<file path="src/rtl/sub_pipe.sv">
//------------------------------------------------------------------------------
// Module      : sub_pipe
// Description : Two-stage pipelined a - b - borrowIn subtractor, valid/ready.
//               Optional macro SUB_SAT_EN clamps d to 0 on unsigned borrow.
// Revision    : 1.0 - initial release
//------------------------------------------------------------------------------
`default_nettype none

module sub_pipe #(
    parameter int WIDTH = 8
) (
    input  logic             clk,
    input  logic             rstN,
    input  logic             inValid,
    output logic             inReady,
    input  logic [WIDTH-1:0] a,
    input  logic [WIDTH-1:0] b,
    input  logic             borrowIn,
    output logic             outValid,
    input  logic             outReady,
    output logic [WIDTH-1:0] d,
    output logic             borrowOut,
    output logic             overflow
);

    localparam int c_LEVELS = $clog2(WIDTH);

    // Stage 1 state
    logic [WIDTH-1:0] r_g;
    logic [WIDTH-1:0] r_p;
    logic             r_cin;
    logic             r_aMsb;
    logic             r_bMsb;
    logic             r_s1Valid;

    // Stage 2 state
    logic [WIDTH-1:0] r_d;
    logic             r_borrowOut;
    logic             r_overflow;
    logic             r_s2Valid;

    logic             w_s2Free;
    logic             w_inAccept;
    logic [WIDTH-1:0] w_bn;
    logic [WIDTH-1:0] w_carry;
    logic [WIDTH-1:0] w_sum;
    logic [WIDTH-1:0] w_dNext;
    logic             w_borrow;
    logic             w_overflow;

    assign w_s2Free   = !r_s2Valid || outReady;
    assign inReady    = !r_s1Valid || w_s2Free;
    assign w_inAccept = inValid && inReady;
    assign w_bn       = ~b;

    always_ff @(posedge clk or negedge rstN) begin
        if (!rstN) begin
            r_g       <= '0;
            r_p       <= '0;
            r_cin     <= 1'b0;
            r_aMsb    <= 1'b0;
            r_bMsb    <= 1'b0;
            r_s1Valid <= 1'b0;
        end else if (w_inAccept) begin
            r_g       <= a & w_bn;
            r_p       <= a ^ w_bn;
            r_cin     <= ~borrowIn;
            r_aMsb    <= a[WIDTH-1];
            r_bMsb    <= b[WIDTH-1];
            r_s1Valid <= 1'b1;
        end else if (w_s2Free) begin
            r_s1Valid <= 1'b0;
        end
    end

    // Kogge-Stone prefix over the stored g/p; cin folded into bit 0 so that
    // w_carry[i] is the carry out of bit i for the whole operation.
    always_comb begin
        logic [WIDTH-1:0] gCur;
        logic [WIDTH-1:0] pCur;
        logic [WIDTH-1:0] gNxt;
        logic [WIDTH-1:0] pNxt;
        gCur    = r_g;
        pCur    = r_p;
        gCur[0] = r_g[0] | (r_p[0] & r_cin);
        for (int lvl = 0; lvl < c_LEVELS; lvl++) begin
            gNxt = gCur;
            pNxt = pCur;
            for (int i = (1 << lvl); i < WIDTH; i++) begin
                gNxt[i] = gCur[i] | (pCur[i] & gCur[i - (1 << lvl)]);
                pNxt[i] = pCur[i] & pCur[i - (1 << lvl)];
            end
            gCur = gNxt;
            pCur = pNxt;
        end
        w_carry = gCur;
    end

    assign w_sum      = r_p ^ {w_carry[WIDTH-2:0], r_cin};
    assign w_borrow   = ~w_carry[WIDTH-1];
    assign w_overflow = (r_aMsb != r_bMsb) && (w_sum[WIDTH-1] != r_aMsb);

`ifdef SUB_SAT_EN
    assign w_dNext = w_borrow ? '0 : w_sum;
`else
    assign w_dNext = w_sum;
`endif

    always_ff @(posedge clk or negedge rstN) begin
        if (!rstN) begin
            r_d         <= '0;
            r_borrowOut <= 1'b0;
            r_overflow  <= 1'b0;
            r_s2Valid   <= 1'b0;
        end else if (w_s2Free) begin
            r_s2Valid <= r_s1Valid;
            if (r_s1Valid) begin
                r_d         <= w_dNext;
                r_borrowOut <= w_borrow;
                r_overflow  <= w_overflow;
            end
        end
    end

    assign outValid  = r_s2Valid;
    assign d         = r_d;
    assign borrowOut = r_borrowOut;
    assign overflow  = r_overflow;

endmodule

`default_nettype wire

</file>
<file path="config.mk">
export PLATFORM = sky130hd
export DESIGN_NAME = sub_pipe
export DESIGN_NICKNAME = d
export VERILOG_FILES = /design/src/rtl/sub_pipe.sv
export SDC_FILE = /design/constraint.sdc
export NUM_CORES = 1
export LEC_CHECK = 0
export CAP_MARGIN = 20
export CORE_AREA = 5 5 62 64
export DETAILED_ROUTE_END_ITERATION = 7
export DIE_AREA = 0 0 67 69
export PLACE_DENSITY = 0.76
export SETUP_SLACK_MARGIN = 0.05
export SYNTH_ARGS = -nofsm -noshare
export SYNTH_HDL_FRONTEND = slang
export SYNTH_SLANG_ARGS = --single-unit
</file>
<file path="constraint.sdc">
create_clock -name clk -period 2.7 [get_ports clk]
set_clock_uncertainty 0.05 [all_clocks]
set_input_delay 0.405 -clock clk [delete_from_list [all_inputs] [get_ports clk]]
set_output_delay 0.405 -clock clk [all_outputs]
set_load 0.02 [all_outputs]
</file>
; ---- After elaboration in Yosys (flattened, before gate mapping)
; Cells that the tools add are included.
[word_totals]
word_cells = 74
ff_bits = 31
[op_classes]
n_mux = 2
bitwise_logic = 52
eq_ne = 2
reduce_logical = 8
[op_table]
columns = cell, n
row1 = $and A1 B1 Y1, 28
row2 = $or A1 B1 Y1, 18
row3 = $xor A8 B8 Y8, 2
row4 = $and A8 B8 Y8, 1
row5 = $not A8 Y8, 1
row6 = $logic_and A1 B1 Y1, 2
row7 = $logic_not A1 Y1, 2
row8 = $logic_or A1 B1 Y1, 2
row9 = $mux W1, 2
row10 = $ne A1 B1 Y1, 2
row11 = $not A1 Y1, 2
row12 = $reduce_and A2 Y1, 1
row13 = $reduce_bool A2 Y1, 1

; ---- Depth between registers and ports, before layout
; Gate-level depths: netlist of run 1.
[logic_depth]
word_depth = 9
depth_mapped = 9
mapped_depth_nobuf = 9

; ---- Worst setup path before layout of run 1
; Ideal clock, no wire load.
[synth_timing]
path_kind = register to register
startpoint = register r_p[0]
endpoint = register r_borrowOut (netlist: borrowOut)
arrival_ns = 1.818
path_buffers = 0
slack_ns = 0.722
setup_time_ns = 0.110
t_required_ns = 2.540
stages_incl_launch_ff = 10
path_cell_list = dfrtp_1 > ha_1 > or2_2 > ha_1 > o21a_1 > o21ai_2 > a21boi_2 > o21ai_2 > a21boi_1 > o41ai_1
[synth_via]
elab_chain_len = 9
[synth_rtl]
columns = item, line_no
row1 = "start, declared", 30  ; logic [WIDTH-1:0] r_p;
row2 = "start signal, assigned", 66  ; r_p <= a ^ w_bn;
row3 = $and A1 B1 Y1, 85  ; gCur[0] = r_g[0] | (r_p[0] & r_cin);
row4 = $or A1 B1 Y1, 85
row5 = $and A1 B1 Y1, 90  ; gNxt[i] = gCur[i] | (pCur[i] & gCur[i - (1 << lvl)]);
row6 = $or A1 B1 Y1, 90
row7 = $and A1 B1 Y1, 90
row8 = $or A1 B1 Y1, 90
row9 = $and A1 B1 Y1, 90
row10 = $or A1 B1 Y1, 90
row11 = $not A1 Y1, 100  ; assign w_borrow = ~w_carry[WIDTH-1];
row12 = "end signal, assigned", 119  ; r_borrowOut <= w_borrow;
row13 = "end, declared", 38  ; logic r_borrowOut;
; No other way between the ends.
; A chain may end at the register's enable or synchronous reset.

; ---- Final worst setup path of run 1
; Same ends and word-level chain as after synthesis.

==> results of run 1 <==
Yosys cell counts, types with 2 or more instances:
master	number	share of area
dfrtp_1	31	0.51
mux2_2	19	0.14
nand2_1	14	0.034
inv_1	11	0.027
ha_1	10	0.082
a21oi_1	5	0.016
o21ai_0	4	0.013
o31ai_1	4	0.020
nand2b_1	3	0.012
nor2_1	3	0.0074
nor3_1	3	0.0098
nor3b_1	3	0.015
buf_2	2	0.0066
buf_4	2	0.0098
o21ai_2	2	0.011
layer usage:
metal	global-route usage	vias to the layer above	wire length, µm	part of all wire
li1	-	538	-	-
met1	0.150	515	1210	0.43
met2	0.215	19	1450	0.52
met3	0.0260	7	83	0.030
met4	0.0833	0	70	0.025
met5	0	-	0	0
where the power goes:
part	switching (µW)	total (µW)	leakage [µW]	internal (µW)
Combinational	208	450	0.000492	243
Clock	153	255	0.0000293	101
Sequential	78.5	642	0.000375	564
Total	440	1350	0.000896	908
worst max-delay path, cell delays in order (launching register included):
cell and delay [ns]:
dfrtp_1 0.40, ha_1 0.21, or2_2 0.29, ha_1 0.19, o21a_1 0.19, o21ai_2 0.15
a21boi_2 0.09, o21ai_2 0.13, a21boi_1 0.10, o41ai_1 0.22
logic make-up after synthesis:
group                      after synthesis  share of synthesized area
AOI/OAI and AO/OA                       23                      0.105
adders and majority gates               10                     0.0820
buffers and inverters                   15                     0.0434
DFF                                     31                      0.508
muxes                                   20                      0.147
and+or+nand+nor                         34                      0.115
final cells by class:
| type | instances | area (µm²) | area share |
|---|---|---|---|
| clock inverters | 1 | 5.00 | 0.00257 |
| multi-input cells | 87 | 684 | 0.352 |
| inverters | 11 | 41.3 | 0.0212 |
| clock buffers | 7 | 45.0 | 0.0232 |
| flip-flops and latches | 31 | 776 | 0.399 |
| well taps | 46 | 57.6 | 0.0296 |
| repair buffers | 34 | 335 | 0.172 |
per-stage QoR:
stage | cells | total power (µW)
5_1_grt | 217 | 1430
3_3_place_gp | 209 | 1090
4_1_cts | 217 | 1370
6_report | 217 | 1350
2_1_floorplan | 133 | 905
3_5_place_dp | 209 | 1110
how the worst max path moves through the flow:
stage / endpoint / slack, ns / cells past startpoint
2_1_floorplan: borrowOut / 0.72 / 9
3_3_place_gp: inReady / 0.63 / 3
3_5_place_dp: borrowOut / 0.59 / 9
4_1_cts: borrowOut / 0.56 / 9
5_1_grt: borrowOut / 0.46 / 9
6_report: borrowOut / 0.56 / 9
==> run summary, run 1 <==
Avg Inst Size Synth = 11.5 µm²
Post-CTS sizing = 0
Port buffer count = 32
Fin crit period = 2.14 ns
EDFF count, synth = 0
Crit path launch type = flip-flop
First-pass GRT wire length = 4.64 mm
Critical path required time = 2.87 ns
CP Capture Type = flip-flop
Die height = 69 µm
Core box area = 3230 µm²
Clock transition at path regs = 0.09 ns
Crit Path Max Fanout = 2
Asr flop ratio synth = 1.00
N_diodes = 0
Fin nets = 201
Pwr per Cell Area = 693 nW/µm²
CTS tree = built
Post-Synthesis Cells = 133
Most common cell after layout, fill and taps aside = clkdlybuf4s50_1
Distinct cell type count after synthesis = 32
Mapped Area = 1530 µm²
Ports = 33
Max Cap Violations = 0
Tcrit/Tclk final = 0.791
Ys flop type = dfrtp_1
Reg-to-reg setup timing slack = 0.56 ns
Finish-stage setup viols = 0
Final Max Slew Viols = 0
GRT overflow = 0
Initial Util = 0.472
Vias in the first global route = 1059
Final Instance Area = 1940 µm²
Clock sinks = 31
Clk_lat worst skew = 0.33 ns
Hold crit path type = in -> async
DRT Pass-1 Iters = 4
Syn nets = 164
# hold bufs at CTS = 0
DR vias = 1079
Post-route DRC = 0
WP data arrival = 2.30 ns
Final wirelength = 2.80 mm
Setup CP Type = reg -> reg
Initial antenna violation count = 0
Slew at the pin closest to its max-slew limit = 0.643 ns
Antenna viol nets, final = 0
Die X = 67 µm
Largest net degree at the start of global routing = 32
Via density = 4.97
Final GP Congestion = 0.816
Final Hold Fails = 0
RSZ-0062 raised after global routing = no
Slew margin rel. = 0.571
Deepest clock path buffer count = 2
Post-CTS Setup Bufs = 0
Post-route setup slack = 0.564 ns
Placement Setup Slack = 0.589 ns
GRT Util Overall = 0.131
Critical path origin = r_p[0]
Wire length per cell = 12.9 µm
Yosys warning count = 0
Cts bufs inserted = 5
Run status = complete, no violations
Reg2Reg Depth = 9
Die area = 4620 µm²
Util after Layout = 0.602
Final hold slack = 0.407 ns
RR Startpoint = r_p[0]
Num rows = 21
Setup TNS = 0 ns
Fill cells = 276
Root Buffer = clkbuf_4
RR Endpoint = borrowOut
Ratio of cells with drive above 1 in the final layout = 0.187
Register area share after synthesis = 0.508
Yosys reg bits = 31
Detail Placement HPWL = 2.14 mm
Peak supply drop = 0.000342 V
# H-tree levels = 2
Commonest cells after routing, fill and taps aside = clkdlybuf4s50_1, dfrtp_1, mux2_2
Leakage = 0.000896 µW
Max Freq = 468 MHz
Layout area overhead = 27.4%
DP Area = 1890 µm²
Starting DRT DRC Count = 27
(Power assumes the default switching activity.)
==> run 2, diff against run 1 <==
- clock period: 2.7 -> 2.24 ns (I/O delays scaled with it)
==> run summary, run 2 (synthesized netlist as in run 1, its figures left out) <==
Final Max Slew Viols = 0 (unchanged)
Initial Util = 0.472 (unchanged)
Fin nets = 202 (was 201)
Worst path cell trace = ha_2 > or2_4 > ha_4 > o21a_1 > o21ai_2 > a21boi_2 > o21ai_2 > a21boi_2 > o41ai_2 (was ha_1 > or2_2 > ha_1 > o21a_1 > o21ai_2 > a21boi_2 > o21ai_2 > a21boi_1 > o41ai_1)
Clock power share = 0.186 (was 0.189)
Util after Layout = 0.613 (was 0.602)
Psw = 534 µW (was 440 µW)
Root Buffer = clkbuf_4 (unchanged)
Final Hold Fails = 0 (unchanged)
Max Cap Violations = 0 (unchanged)
Critical path required time = 2.41 ns (was 2.87 ns)
First-pass GRT wire length = 4.86 mm (was 4.64 mm)
Run status = complete, no violations (unchanged)
Reg2Reg Depth = 9 (unchanged)
Largest stage delay on the critical path = 0.39 ns (was 0.40 ns)
N_diodes = 0 (unchanged)
Cts bufs inserted = 5 (unchanged)
Max Freq = 465 MHz (was 468 MHz)
Core box area = 3230 µm² (unchanged)
Die area = 4620 µm² (unchanged)
Starting DRT DRC Count = 22 (was 27)
Max stage delay cell, worst path = dfrtp_1 (unchanged)
Num rows = 21 (unchanged)
GRT overflow = 0 (unchanged)
Net Sw Frac = 0.326 (about the same)
CP Capture Type = flip-flop (unchanged)
Wire length per cell = 13.0 µm (was 12.9 µm)
Setup CP Type = reg -> reg (unchanged)
# H-tree levels = 2 (unchanged)
Pint = 1110 µW (was 908 µW)
Initial antenna violation count = 0 (unchanged)
CTS tree = built (unchanged)
Final wirelength = 2.83 mm (was 2.80 mm)
Deepest clock path buffer count = 2 (unchanged)
Ports = 33 (unchanged)
Most common cell after layout, fill and taps aside = clkdlybuf4s50_1 (unchanged)
Clock transition at path regs = 0.10 ns (was 0.09 ns)
Post-Layout Cell Count = 218 (was 217)
DRT Pass-1 Iters = 2 (was 4)
Die height = 69 µm (unchanged)
GRT Util Overall = 0.141 (was 0.131)
Clk_lat worst skew = 0.33 ns (about the same)
Finish-stage setup viols = 0 (unchanged)
Crit path launch type = flip-flop (unchanged)
Pwr per Cell Area = 829 nW/µm² (was 693 nW/µm²)
Peak supply drop = 0.000602 V (was 0.000342 V)
RSZ-0062 raised after global routing = yes (was no)
Fin crit period = 2.15 ns (was 2.14 ns)
Final GP Congestion = 0.848 (was 0.816)
Critical path buffers and inverters = 0 (unchanged)
Via density = 5.00 (was 4.97)
Port buffer count = 32 (unchanged)
Critical path's top delay family = compound AO/OA/AOI/OAI gates (unchanged)
Vias in the first global route = 1092 (was 1059)
Detail Placement HPWL = 2.13 mm (was 2.14 mm)
# hold bufs at CTS = 0 (unchanged)
Slew margin rel. = 0.742 (was 0.571)
Leakage = 0.000903 µW (was 0.000896 µW)
Hold crit path type = in -> async (unchanged)
Tcrit/Tclk final = 0.961 (was 0.791)
Sequential share of power = 0.472 (was 0.477)
DR vias = 1089 (was 1079)
Commonest cells after routing, fill and taps aside = clkdlybuf4s50_1, dfrtp_1, mux2_2 (unchanged)
Clock sinks = 31 (unchanged)
Slew at the pin closest to its max-slew limit = 0.387 ns (was 0.643 ns)
Crit Path Max Fanout = 2 (unchanged)
Die X = 67 µm (unchanged)
Largest net degree at the start of global routing = 32 (unchanged)
Layout area overhead = 29.8% (was 27.4%)
Post-route DRC = 0 (unchanged)
CP Depth = 9 (unchanged)
Combinational share of power = 0.343 (was 0.334)
WP data arrival = 2.32 ns (was 2.30 ns)
Dpl cells = 210 (was 209)
Ratio of cells with drive above 1 in the final layout = 0.215 (was 0.187)
Antenna viol nets, final = 0 (unchanged)
==> run 2: what timing repair did <==
| item | 4_1_cts | 5_1_grt |
|---|---|---|
| endpoints found under the setup margin | 1 | 2 |
| setup buffers | 0 | 0 |
| resized for setup | 1 | 5 |
| pin swaps | 0 | 8 |
==> run 2: cell type report <==
| class | count | area [µm²] |
|---|---|---|
| Inverter | 11 | 41.3 |
| Timing Repair Buffer | 35 | 343 |
| Multi-Input combinational cell | 87 | 713 |
| Clock buffer | 7 | 45.0 |
| Clock inverter | 1 | 5.00 |
| Fill cell | 273 | 1250 |
| Sequential cell | 31 | 776 |
| Tap cell | 46 | 57.6 |
==> run 2: metal layers <==
layer,vias up,routed length [µm],track usage
li1,543,-,-
met1,523,1210,0.161
met2,19,1440,0.227
met3,4,104,0.0325
met4,0,72,0.0946
met5,-,0,0
==> run 2: stage by stage <==
stage	area [µm²]	TNS [ns]	hold WS, ns	setup slack, ns	power, µW
6_report	1980	0	0.336	0.0877	1640
5_1_grt	1980	-0.0344	0.359	-0.0344	1760
4_1_cts	1960	0	0.340	0.0811	1660
3_5_place_dp	1900	0	0.413	0.104	1340
3_3_place_gp	1900	0	0.408	0.198	1320
2_1_floorplan	1530	0	-0.00959	0.262	1090
==> run 2: final timing paths <==
kind,startpoint,end,slack (ns)
max,r_cin,borrowOut,0.09
min,rstN,r_p[2],0.34
max reg2reg,r_cin,borrowOut,0.09
min reg2reg,overflow,overflow,0.43
max in group asynchronous,rstN,d[6],1.51
min in group clk,overflow,overflow,0.43
==> run 2: worst reg2reg max path, delay by kind of cell (launching register included) <==
kind	cells	cell delay [ns]
flops	1	0.39
compound gates	6	1.02
simple gates	1	0.23
fa+ha+maj	2	0.34
==> run 2: power groups by stage <==
stage	clock network [µW]	logic (µW)	registers [µW]
after floorplan	0	244	847
after global placement	0	541	778
after detailed placement	0	553	783
after CTS	323	561	773
after global routing	350	619	794
final	305	562	774
==> run 3, diff against run 2 <==
- CORE_AREA: 5 5 62 64 -> 5 5 65 67
- DIE_AREA: 0 0 67 69 -> 0 0 70 72
- PLACE_DENSITY: 0.76 -> 0.7
==> run summary, run 3 (synthesized netlist as in run 1, its figures left out) <==
DP Area = 1900 µm² (about the same)
Combinational share of power = 0.329 (was 0.343)
Top sig layer = met4 (unchanged)
Initial Util = 0.427 (was 0.472)
Port buffer count = 32 (unchanged)
Clk_lat worst skew = 0.33 ns (about the same)
Num rows = 22 (was 21)
Psw = 546 µW (was 534 µW)
Sequential share of power = 0.453 (was 0.472)
Slew margin rel. = 0.742 (about the same)
Final Max Slew Viols = 0 (unchanged)
Detail Placement HPWL = 2.14 mm (was 2.13 mm)
Ports = 33 (unchanged)
Setup TNS = 0 ns (unchanged)
Deepest clock path buffer count = 2 (unchanged)
CTS tree = built (unchanged)
Final Instance Area = 2010 µm² (was 1980 µm²)
Clock power share = 0.218 (was 0.186)
Total Power = 1720 µW (was 1640 µW)
Run status = complete, no violations (unchanged)
Crit Path Max Fanout = 2 (unchanged)
Wire length per cell = 12.8 µm (was 13.0 µm)
Max Cap Violations = 0 (unchanged)
Antenna viol nets, final = 0 (unchanged)
Fin crit period = 2.11 ns (was 2.15 ns)
Leakage = 0.000917 µW (was 0.000903 µW)
N_diodes = 0 (unchanged)
Setup CP Type = reg -> reg (unchanged)
Reg-to-reg setup timing slack = 0.13 ns (was 0.09 ns)
Post-route DRC = 0 (unchanged)
WP data arrival = 2.29 ns (was 2.32 ns)
Reg2Reg Depth = 9 (unchanged)
Pwr per Cell Area = 853 nW/µm² (was 829 nW/µm²)
Cts bufs inserted = 5 (unchanged)
Tcrit/Tclk final = 0.942 (was 0.961)
GRT Util Overall = 0.124 (was 0.141)
Slew at the pin closest to its max-slew limit = 0.388 ns (was 0.387 ns)
RSZ-0062 raised after global routing = yes (unchanged)
Final wirelength = 2.82 mm (was 2.83 mm)
Crit path launch type = flip-flop (unchanged)
Critical path required time = 2.42 ns (was 2.41 ns)
Root Buffer = clkbuf_4 (unchanged)
Final GP Congestion = 0.837 (was 0.848)
Final Hold Fails = 0 (unchanged)
Clock transition at path regs = 0.10 ns (about the same)
Via density = 5.03 (was 5.00)
CP Capture Type = flip-flop (unchanged)
Core box area = 3580 µm² (was 3230 µm²)
Pint = 1170 µW (was 1110 µW)
GRT overflow = 0 (unchanged)
Initial antenna violation count = 0 (unchanged)
Max Freq = 474 MHz (was 465 MHz)
Largest net degree at the start of global routing = 32 (unchanged)
DRT Pass-1 Iters = 4 (was 2)
Net Sw Frac = 0.318 (was 0.326)
Fill cells = 325 (was 273)
Layout area overhead = 31.9% (was 29.8%)
Most common cell after layout, fill and taps aside = clkdlybuf4s50_1 (unchanged)
Clock sinks = 31 (unchanged)
Vias in the first global route = 1099 (was 1092)
# H-tree levels = 2 (unchanged)
Peak supply drop = 0.000520 V (was 0.000602 V)
DR vias = 1112 (was 1089)
Fin nets = 203 (was 202)
WL met1 = 1.27 mm (was 1.21 mm)
Met3 routed WL = 153 µm (was 104 µm)
Die height = 72 µm (was 69 µm)
Hold crit path type = in -> async (unchanged)
Detail Route met2 WL = 1.34 mm (was 1.44 mm)
Commonest cells after routing, fill and taps aside = clkdlybuf4s50_1, dfrtp_1, mux2_2 (unchanged)
Finish-stage setup viols = 0 (unchanged)
First-pass GRT wire length = 4.95 mm (was 4.86 mm)
Die X = 70 µm (was 67 µm)
Ratio of cells with drive above 1 in the final layout = 0.231 (was 0.215)
Die area = 5040 µm² (was 4620 µm²)
Starting DRT DRC Count = 41 (was 22)
run 3: cell types whose count changed in the layout (fill, tap and decap cells not counted), sizes merged:
cell / previous run / this run
buf: 3 / 4
clkinvlp: 0 / 1
clkinv: 1 / 0
run 3: final timing paths:
check,from,to
min in group clk,overflow,overflow
worst min register to register,overflow,overflow
max in group asynchronous,rstN,overflow
worst max register to register,r_p[0],borrowOut
worst min-delay path,rstN,d[6]
worst max-delay path,r_p[0],borrowOut
run 3: power by group through the flow:
stage                     clock network, µW  registers (µW)  logic (µW)
after floorplan                           0             847         244
after global placement                    0             779         544
after detailed placement                  0             787         552
after CTS                               395             776         555
after global routing                    419             798         622
final                                   375             777         565
run 3: critical path, stage by stage (launching register included):
cell	delay, ns
dfrtp_1	0.40
ha_2	0.18
or2_4	0.23
ha_4	0.15
o21a_1	0.21
o21ai_2	0.17
a21boi_2	0.08
o21ai_2	0.18
a21boi_2	0.09
o41ai_2	0.26
run 3: per-stage QoR:
stage | hold WS, ns | instances | utilization | worst slack [ns]
finish | 0.328 | 221 | 0.563 | 0.130
global route | 0.357 | 221 | 0.563 | -0.0132
CTS | 0.327 | 220 | 0.552 | 0.0784
detailed placement | 0.419 | 212 | 0.532 | 0.120
global placement | 0.408 | 212 | 0.532 | 0.192
floorplan | -0.00959 | 133 | - | 0.262
run 3: layer usage:
layer / global-route usage / vias up
li1: - / 544
met1: 0.152 / 539
met2: 0.192 / 21
met3: 0.0485 / 8
met4: 0.0596 / 0
met5: 0 / -
run 3: final cells by class:
| class | instances | area [µm²] | share of cell area |
|---|---|---|---|
| clock inverters | 1 | 7.51 | 0.00373 |
| multi-input cells | 87 | 713 | 0.354 |
| well taps | 48 | 60.1 | 0.0298 |
| flip-flops and latches | 31 | 776 | 0.385 |
| clock buffers | 7 | 65.1 | 0.0323 |
| inverters | 11 | 41.3 | 0.0205 |
| repair buffers | 36 | 350 | 0.174 |
run 3: repair_timing:
| item | in CTS | in global routing |
|---|---|---|
| hold buffers | 0 | 0 |
| setup endpoints to repair | 0 | 2 |
| gates resized for setup | 0 | 6 |
| buffers inserted | 0 | 1 |
